[src/rtl/fan_ctrl_pkg.sv]
// Shared definitions for the multi-channel fan controller.
// Holds the setting-to-duty replication rule and the PWM period length rule.
// Pure constants and functions; no clocked logic lives here.
package fan_ctrl_pkg;

  // Widest PWM resolution the helpers below can represent.
  localparam int MaxPwmWidth = 31;

  // Last value of the period counter before it wraps: one period is
  // 2^pwm_width-1 ticks, so the counter runs 0..2^pwm_width-2.
  function automatic int period_max(input int pwm_width);
    return (1 << pwm_width) - 2;
  endfunction

  // Replicate a setting pwm_width/setting_width times so that all-ones maps
  // to full scale and zero maps to zero (e.g. 4->8 bits: 0x8 -> 0x88).
  function automatic logic [MaxPwmWidth-1:0] expand_setting(
    input logic [MaxPwmWidth-1:0] setting,
    input int                     setting_width,
    input int                     pwm_width
  );
    logic [MaxPwmWidth-1:0] mask;
    logic [MaxPwmWidth-1:0] acc;
    mask = (MaxPwmWidth'(1) << setting_width) - MaxPwmWidth'(1);
    acc  = '0;
    for (int i = 0; i < pwm_width / setting_width; i++) begin
      acc = (acc << setting_width) | (setting & mask);
    end
    return acc;
  endfunction

endpackage

[src/rtl/fan_ctrl_multi_chan.sv]
// One fan channel: duty ramp, PWM compare, tach sync/edge detect, watchdog, stall flag.
// PWM output registered one cycle after cnt/duty; duty moves only at period wrap.
// No backpressure; stall flag is sticky until cleared while no timeout is present.
module fan_ctrl_chan
  import fan_ctrl_pkg::*;
#(
  parameter int SettingWidth = 4,
  parameter int PwmWidth     = 8,
  parameter int RampStep     = 16,
  parameter int TachTimeout  = 100000
) (
  input  logic                    clk_i,
  input  logic                    rst_i,
  input  logic                    en_i,
  input  logic                    tick_i,
  input  logic                    wrap_i,
  input  logic [PwmWidth-1:0]     cnt_i,
  input  logic [SettingWidth-1:0] setting_i,
  input  logic                    tach_i,
  input  logic                    stall_clr_i,
  output logic                    pwm_o,
  output logic                    stall_o,
  output logic [PwmWidth-1:0]     duty_o
);

  localparam int                  WdWidth = $clog2(TachTimeout + 1);
  localparam logic [WdWidth-1:0]  WdMax   = WdWidth'(TachTimeout);
  localparam logic [PwmWidth-1:0] StepN   = PwmWidth'(RampStep);
  localparam logic [PwmWidth:0]   Step    = {1'b0, StepN};

  logic [PwmWidth-1:0] r_duty;
  logic                r_pwm;
  logic                r_tach_meta;
  logic                r_tach_sync;
  logic                r_tach_prev;
  logic [WdWidth-1:0]  r_wd;
  logic                r_stall;

  logic [PwmWidth-1:0] w_target;
  logic [PwmWidth:0]   w_tgt_x;
  logic [PwmWidth:0]   w_duty_x;
  logic [PwmWidth:0]   w_diff;
  logic [PwmWidth-1:0] w_duty_next;
  logic                w_tach_rise;
  logic                w_timeout;

  assign w_target    = PwmWidth'(expand_setting(MaxPwmWidth'(setting_i), SettingWidth, PwmWidth));
  assign w_tach_rise = r_tach_sync & ~r_tach_prev;
  assign w_timeout   = (r_wd == WdMax);

  // Next duty: jump to target when within one step, else move one step toward it.
  // One extra bit keeps the difference free of wrap-around.
  always_comb begin
    w_tgt_x     = {1'b0, w_target};
    w_duty_x    = {1'b0, r_duty};
    w_diff      = '0;
    w_duty_next = r_duty;
    if (w_tgt_x >= w_duty_x) begin
      w_diff      = w_tgt_x - w_duty_x;
      w_duty_next = (w_diff <= Step) ? w_target : (r_duty + StepN);
    end else begin
      w_diff      = w_duty_x - w_tgt_x;
      w_duty_next = (w_diff <= Step) ? w_target : (r_duty - StepN);
    end
  end

  // Applied duty: zeroed while disabled, otherwise updated only at period wrap.
  always_ff @(posedge clk_i or posedge rst_i) begin
    if (rst_i) begin
      r_duty <= '0;
    end else if (!en_i) begin
      r_duty <= '0;
    end else if (wrap_i) begin
      r_duty <= w_duty_next;
    end
  end

  // Registered PWM compare; all-ones duty stays high because cnt never reaches all-ones.
  always_ff @(posedge clk_i or posedge rst_i) begin
    if (rst_i) begin
      r_pwm <= 1'b0;
    end else begin
      r_pwm <= en_i && (cnt_i < r_duty);
    end
  end

  // Two-flop synchronizer for the asynchronous tach input plus a delayed copy for edge detect.
  always_ff @(posedge clk_i or posedge rst_i) begin
    if (rst_i) begin
      r_tach_meta <= 1'b0;
      r_tach_sync <= 1'b0;
      r_tach_prev <= 1'b0;
    end else begin
      r_tach_meta <= tach_i;
      r_tach_sync <= r_tach_meta;
      r_tach_prev <= r_tach_sync;
    end
  end

  // Watchdog: counts ticks since the last tach rise while the fan is driven; saturates.
  always_ff @(posedge clk_i or posedge rst_i) begin
    if (rst_i) begin
      r_wd <= '0;
    end else if (!en_i || w_tach_rise || (r_duty == '0)) begin
      r_wd <= '0;
    end else if (tick_i && !w_timeout) begin
      r_wd <= r_wd + WdWidth'(1);
    end
  end

  // Sticky stall flag; a standing timeout overrides a clear, and disable keeps the flag.
  always_ff @(posedge clk_i or posedge rst_i) begin
    if (rst_i) begin
      r_stall <= 1'b0;
    end else if (w_timeout) begin
      r_stall <= 1'b1;
    end else if (stall_clr_i) begin
      r_stall <= 1'b0;
    end
  end

  assign pwm_o   = r_pwm;
  assign stall_o = r_stall;
  assign duty_o  = r_duty;

endmodule

[src/rtl/fan_ctrl_multi.sv]
// Multi-fan PWM controller: shared prescaler and period counter feeding NumFans channels.
// PWM outputs lag the counter by one cycle; settings are sampled at each period wrap.
// No backpressure; en_i low synchronously zeroes timing, duty and watchdogs but keeps stall flags.
module fan_ctrl_multi
  import fan_ctrl_pkg::*;
#(
  parameter int NumFans      = 2,
  parameter int SettingWidth = 4,
  parameter int PwmWidth     = 8,
  parameter int PrescaleDiv  = 50,
  parameter int RampStep     = 16,
  parameter int TachTimeout  = 100000
) (
  input  logic                            clk_i,
  input  logic                            rst_i,
  input  logic                            en_i,
  input  logic [NumFans*SettingWidth-1:0] setting_i,
  input  logic [NumFans-1:0]              tach_i,
  input  logic [NumFans-1:0]              stall_clr_i,
  output logic [NumFans-1:0]              fan_pwm_o,
  output logic [NumFans-1:0]              stall_o,
  output logic [NumFans*PwmWidth-1:0]     duty_o
);

  localparam int                  PreWidth = (PrescaleDiv > 1) ? $clog2(PrescaleDiv) : 1;
  localparam logic [PreWidth-1:0] PreMax   = PreWidth'(PrescaleDiv - 1);
  localparam logic [PwmWidth-1:0] CntMax   = PwmWidth'(period_max(PwmWidth));

  logic [PreWidth-1:0] r_pre;
  logic [PwmWidth-1:0] r_cnt;
  logic                w_tick;
  logic                w_wrap;

  assign w_tick = en_i && (r_pre == PreMax);
  assign w_wrap = w_tick && (r_cnt == CntMax);

  // Prescaler: divides clk_i down to the PWM tick; held at zero while disabled.
  always_ff @(posedge clk_i or posedge rst_i) begin
    if (rst_i) begin
      r_pre <= '0;
    end else if (!en_i || w_tick) begin
      r_pre <= '0;
    end else begin
      r_pre <= r_pre + PreWidth'(1);
    end
  end

  // Period counter shared by all fans: 0..CntMax on ticks, restarting from 0 on enable.
  always_ff @(posedge clk_i or posedge rst_i) begin
    if (rst_i) begin
      r_cnt <= '0;
    end else if (!en_i) begin
      r_cnt <= '0;
    end else if (w_tick) begin
      r_cnt <= w_wrap ? '0 : (r_cnt + PwmWidth'(1));
    end
  end

  for (genvar g = 0; g < NumFans; g++) begin : g_chan
    fan_ctrl_chan #(
      .SettingWidth (SettingWidth),
      .PwmWidth     (PwmWidth),
      .RampStep     (RampStep),
      .TachTimeout  (TachTimeout)
    ) u_chan (
      .clk_i       (clk_i),
      .rst_i       (rst_i),
      .en_i        (en_i),
      .tick_i      (w_tick),
      .wrap_i      (w_wrap),
      .cnt_i       (r_cnt),
      .setting_i   (setting_i[g*SettingWidth +: SettingWidth]),
      .tach_i      (tach_i[g]),
      .stall_clr_i (stall_clr_i[g]),
      .pwm_o       (fan_pwm_o[g]),
      .stall_o     (stall_o[g]),
      .duty_o      (duty_o[g*PwmWidth +: PwmWidth])
    );
  end

endmodule
[config.mk]
export PLATFORM = sky130hd
export DESIGN_NAME = fan_ctrl_multi
export DESIGN_NICKNAME = d
export VERILOG_FILES = /design/src/rtl/fan_ctrl_pkg.sv /design/src/rtl/fan_ctrl_multi_chan.sv /design/src/rtl/fan_ctrl_multi.sv
export SDC_FILE = /design/constraint.sdc
export NUM_CORES = 1
export LEC_CHECK = 0
export ABC_AREA = 1
export ABC_CLOCK_PERIOD_IN_PS = 4000
export BUFFER_PORTS_ARGS = -buffer_cell sky130_fd_sc_hd__buf_4
export CAP_MARGIN = 20
export CORE_MARGIN = 1
export CORE_UTILIZATION = 51
export CTS_CLUSTER_DIAMETER = 80
export DETAILED_ROUTE_END_ITERATION = 6
export HOLD_SLACK_MARGIN = 0.08
export PLACE_DENSITY = 0.72
export SLEW_MARGIN = 20
export SYNTH_ARGS = -nofsm -noshare
export SYNTH_HDL_FRONTEND = slang
export SYNTH_SLANG_ARGS = --single-unit
[constraint.sdc]
create_clock -name clk_i -period 4 [get_ports clk_i]
set_clock_uncertainty 0.2 [all_clocks]
set_input_delay 0.4 -clock clk_i [delete_from_list [all_inputs] [get_ports clk_i]]
set_output_delay 0.4 -clock clk_i [all_outputs]
set_load 0.02 [all_outputs]
### Word-level counts from Yosys, hierarchy flattened

Index checks and enable logic that the tools add are counted.

* flip-flop bits (word level): 74
* input port bits: 15
* output and inout port bits: 20
* logic and storage cells: 90

* $add $sub $neg: 12
* order comparisons: 8
* equal/unequal tests: 6
* multiplexer cells: 22
* bitwise logic cells: 6
* reductions and logical operators: 20

Operators with widths (count)
* two-way mux 8 bit: 13
* two-way mux 17 bit: 4
* less-or-equal comparator 9 x 5 -> 1 bit, second input constant: 4
* subtractor 8 x 8 -> 9 bit: 4
* adder 17 x 1 -> 17 bit, second input constant: 2
* equality test 17 bit, second input constant: 2
* adder 8 x 5 -> 8 bit, second input constant: 2
* greater-or-equal comparator 8 bit: 2
* logical NOT 8 bit: 2
* less-than comparator 8 bit: 2
* OR 8 x 4 -> 8 bit: 2
* subtractor 8 x 5 -> 8 bit, second input constant: 2
* adder 8 x 1 -> 8 bit, second input constant: 1
* equality test 8 bit, second input constant: 1
* nonzero test 2 bit: 4
* adder 6 x 1 -> 6 bit, second input constant: 1
* equality test 6 bit, second input constant: 1
* logical AND 1 bit: 6
* two-way mux 6 bit: 1
* logical OR 1 bit: 5
* two-way mux 1 bit: 4
* inequality test 2 x 1 -> 1 bit, second input constant: 2
* logical NOT 1 bit: 3
* AND 1 bit: 2
* inverter 1 bit: 2

### Longest topological paths before layout

* depth after elaboration: 7
* depth in mapped cells: 18
* depth with buffers taken out: 18

### Modules after synthesis

A second synthesis with hierarchy kept.

* cell total of the unflattened synthesis: 916
* area, all modules: 6493.7 um2

Modules (own cells, without submodules)
* fan_ctrl_chan (g_chan[0].u_chan): times used 1, cells each 402, area each 2862.7 um2, sequential area each 750.7 um2
* fan_ctrl_chan (g_chan[1].u_chan): times used 1, cells each 406, area each 2771.4 um2, sequential area each 750.7 um2
* fan_ctrl_multi: times used 1, cells each 108, area each 859.6 um2, sequential area each 350.3 um2

### Worst setup path before layout

Ideal clock, no wire load.

* path kind: reg-to-reg
* start point: reg g_chan[0].u_chan.r_duty[5]
* end point: reg g_chan[0].u_chan.r_duty[0]
* library setup time: 118 ps
* arrival: 1998 ps
* slack: 1684 ps
* stages on the path, launching flop included: 13
* buffers on the path: 1
* clock period less this slack: 2316 ps
* cells stage by stage: dfrtp_1 ha_1 buf_2 a21oi_1 nor2_1 nor2_1 nand3_2 inv_2 nand2_4 nand2_1 nor2_4 nand2_1 nand2_1

* longest elaborated chain between the ends: 6

Ends and longest elaborated chain
* start: declaration: RTL line fan_ctrl_multi_chan.sv:31 `logic [PwmWidth-1:0] r_duty;`
* start signal: assignment: RTL line fan_ctrl_multi_chan.sv:74 `r_duty <= w_duty_next;`
* subtractor 8 x 8 -> 9 bit, on equally long branches: RTL line fan_ctrl_multi_chan.sv:62, fan_ctrl_multi_chan.sv:59
* less-or-equal comparator 9 x 5 -> 1 bit, on equally long branches: RTL line fan_ctrl_multi_chan.sv:63, fan_ctrl_multi_chan.sv:60
* two-way mux 8 bit, on equally long branches: RTL line fan_ctrl_multi_chan.sv:63, fan_ctrl_multi_chan.sv:60
* two-way mux 8 bit (*): RTL line fan_ctrl_multi_chan.sv:58 `if (w_tgt_x >= w_duty_x) begin`
* two-way mux 8 bit (*): RTL line fan_ctrl_multi_chan.sv:73 `end else if (wrap_i) begin`
* two-way mux 8 bit (*): RTL line fan_ctrl_multi_chan.sv:71 `end else if (!en_i) begin`

Mark *: on every way between the ends. The rest lies on a longest branch, timed or not. The select of a mux whose other input is x is not followed.
A chain may end at the register's enable or synchronous reset.

### Worst setup path after layout

* start point: reg g_chan[0].u_chan.r_duty[2]
* end point: reg g_chan[0].u_chan.r_duty[0]

The elaborated chain is that of the path after synthesis.

==> results.cfg <==
[global_route]
grt_pass1_vias = 5511
grt_max_degree = 55
grt_pass1_wl_mm = 25.8
grt.total_usage = 0.246
antenna_found_initial = 0
grt_overflow_total = 0

[detailed_routing]
drt-vias-per-instance = 5.24
drt_pass1_iterations = 6
ant_nets = 0
drc = 0
drt_iter0_drc = 351
vias = 5951
post_drt_wl_per_cell_um = 13.1
wl_mm = 14.9

[floorplanning]
ios = 35
die_x_um = 114
rows = 40
coreArea_um2 = 12100
initial_core_util = 0.526
die-area_um2 = 12900
fp.dieH_um = 114

[sta]
fmax_ghz = 0.376
post-route-min-period_ns = 2.66
slew_viol_final = 0
fin_setup_tns_ns = 0
rsz0062_at_grt = no
period_share = 0.665
setup_viol = 0
hold_violations = 0
tightest_slew_ns = 0.901
setup_slack_ns = 1.34
relSlewSlack = 0.399

[critical_path]
rrSetupSlack_ns = 1.34
critical_path.max_stage_delay_ns = 0.45
crit_arrival_ns = 2.68
crit_chain = ha_1, a21oi_1, nand2_1, nand2_1, nand2_1, o21ai_1, nand4_4, nand2_2, nand3_1, nand3_1, nand2_1
crit_type = flip-flop to flip-flop
worstPathRequired_ns = 4.02
worst_path_max_delay_cell = dfrtp_1
path_max_fanout = 7
worst-r2r-cell-count = 11
cpMostUsedCell = nand2_1
startpoint_type = flip-flop
crit_path_end_kind = flip-flop

[placed_design]
hpwl_mm = 11.5
pre_cts_ws_ns = 1.19
port_buffers = 34
gp_congestion = 0.909

[power_and_ir_drop]
p_per_area_nw_per_um2 = 252
leakage_nw = 3.55
worst_ir_drop_vdd_mv = 0.226

[synth]
syn_nets = 997
seq_area_frac_synth = 0.292
synth_edf_count = 0
synthFlopType = dfrtp_1
async_reset_ff_frac = 1.00
synth_area_um2 = 6340
syn_inst = 922
synth_cell_type_count = 43
ys_ff_latch = 74
synth.avg_cell_area_um2 = 6.88
ys_warn_count = 0

[clocking]
cts_sinks = 74
insertion_delay_ns = 0.33
cts_buffer_depth = 2
numCtsBuffers = 9
cts_root_buf = clkbuf_16
clkTransAtPathRegs_ns = 0.06
cts_tree = done
cts.htree.levels = 3
cts_setup_buffers = 0

[worst_hold_path]
hp-class = flip-flop to flip-flop
min_delay_path_depth = 0

[finish]
layout.nets = 1039
layout-drive-gt1-share = 0.0992
final_common_cell = nand2_1
fillers = 1164
n_antenna_cell = 0
synthToLayoutAreaGrowth_pct = 12.2
layout_common_cells = 259 x nand2_1, 126 x inv_1, 104 x nand3_1, 74 x dfrtp_1, 62 x nor2_1

[status]
status = finished clean

[flow_run]
cap_violations = 0
cell usage after synthesis, types with 2 or more instances:
| library cell | number | area (µm²) |
|---|---|---|
| a211oi_1 | 2 | 15.0 |
| a21boi_0 | 2 | 15.0 |
| a21oi_1 | 44 | 220 |
| a31oi_1 | 3 | 18.8 |
| and3_1 | 2 | 12.5 |
| buf_2 | 5 | 25.0 |
| buf_4 | 4 | 30.0 |
| clkbuf_1 | 3 | 11.3 |
| dfrtp_1 | 74 | 1850 |
| ha_1 | 60 | 751 |
| inv_1 | 127 | 477 |
| inv_2 | 8 | 30.0 |
| nand2_1 | 259 | 972 |
| nand2_2 | 9 | 56.3 |
| nand2_4 | 4 | 45.0 |
| nand3_1 | 104 | 521 |
| nand3_2 | 4 | 40.0 |
| nand3_4 | 2 | 35.0 |
| nand4_1 | 21 | 131 |
| nor2_1 | 62 | 233 |
| nor2_2 | 3 | 18.8 |
| nor2_4 | 7 | 78.8 |
| nor3_1 | 27 | 135 |
| nor3b_1 | 3 | 22.5 |
| nor4_1 | 12 | 75.1 |
| o211ai_1 | 3 | 22.5 |
| o21a_1 | 9 | 67.6 |
| o21ai_0 | 25 | 125 |
| o21ai_1 | 2 | 10.0 |
| o31ai_1 | 5 | 37.5 |
| xnor2_1 | 2 | 17.5 |
| xor2_1 | 14 | 123 |
power by group:
part           switching (mW)  internal, mW
Combinational           0.157        0.0738
Sequential            0.00323         0.754
Clock                   0.325         0.482
Total                   0.486          1.31
kinds of logic after synthesis:
kind of cell    share of synthesized area
simple gates                        0.383
buf+inv                            0.0919
compound gates                     0.0888
flops                               0.292
fa+ha+maj                           0.118
xor+xnor                           0.0264
flip-flops by register name (all words and copies together) (netlist names):
signal,count
g_chan.u_chan.r_tach_prev,2
g_chan.u_chan.pwm_o,2
r_cnt,8
g_chan.u_chan.r_wd,34
g_chan.u_chan.r_tach_sync,2
g_chan.u_chan.duty_o,16
g_chan.u_chan.r_tach_meta,2
g_chan.u_chan.stall_o,2
r_pre,6
final timing paths:
kind	from	endpoint
worst max register to register	g_chan[0].u_chan.duty_o[2]	g_chan[0].u_chan.duty_o[0]
worst max-delay path	g_chan[0].u_chan.duty_o[2]	g_chan[0].u_chan.duty_o[0]
max in group asynchronous	rst_i	g_chan[1].u_chan.duty_o[3]
worst min register to register	g_chan[1].u_chan.r_tach_meta	g_chan[1].u_chan.r_tach_sync
worst min-delay path	g_chan[1].u_chan.r_tach_meta	g_chan[1].u_chan.r_tach_sync
min in group asynchronous	rst_i	g_chan[1].u_chan.stall_o
layer usage:
layer,GRT usage,part of all wire,vias up
met1,0.344,0.49,2710
li1,-,-,3099
met3,0.0393,0.041,10
met2,0.398,0.46,132
met4,0.0588,0.0088,0
met5,0,0,-
metrics by stage:
step	utilization	total power [mW]	instance area [µm²]	instances	hold WS (ns)
2_1_floorplan	-	0.941	6340	922	0.131
3_3_place_gp	0.562	0.998	6770	1116	0.132
3_5_place_dp	0.562	0.998	6770	1116	0.135
4_1_cts	0.590	1.81	7120	1136	0.148
5_1_grt	0.590	1.88	7120	1136	0.168
6_report	0.590	1.80	7120	1136	0.147
cell type report:
class,instances,area [µm²],share of cell area
Clock buffer,9,225,0.0317
Clock inverter,6,67.6,0.00950
Inverter,137,518,0.0728
Multi-Input combinational cell,699,3910,0.549
Sequential cell,74,1850,0.260
Tap cell,168,210,0.0295
Timing Repair Buffer,43,335,0.0471
timing repair:
item / 4_1_cts / 5_1_grt
endpoints found under the hold margin: 23 / 0
resized for setup: 0 / 0
hold buffers: 5 / 0
endpoints found under the setup margin: 0 / 0
worst max-delay path, delay by kind of cell (launching register included):
family                   cells  cell delay, ns
flip-flops                   1            0.45
AO/OA/AOI/OAI                2            0.54
adder cells (fa/ha/maj)      1            0.42
AND/OR/NAND/NOR              8            0.94
Note: power is estimated with default switching activity, not from simulation.
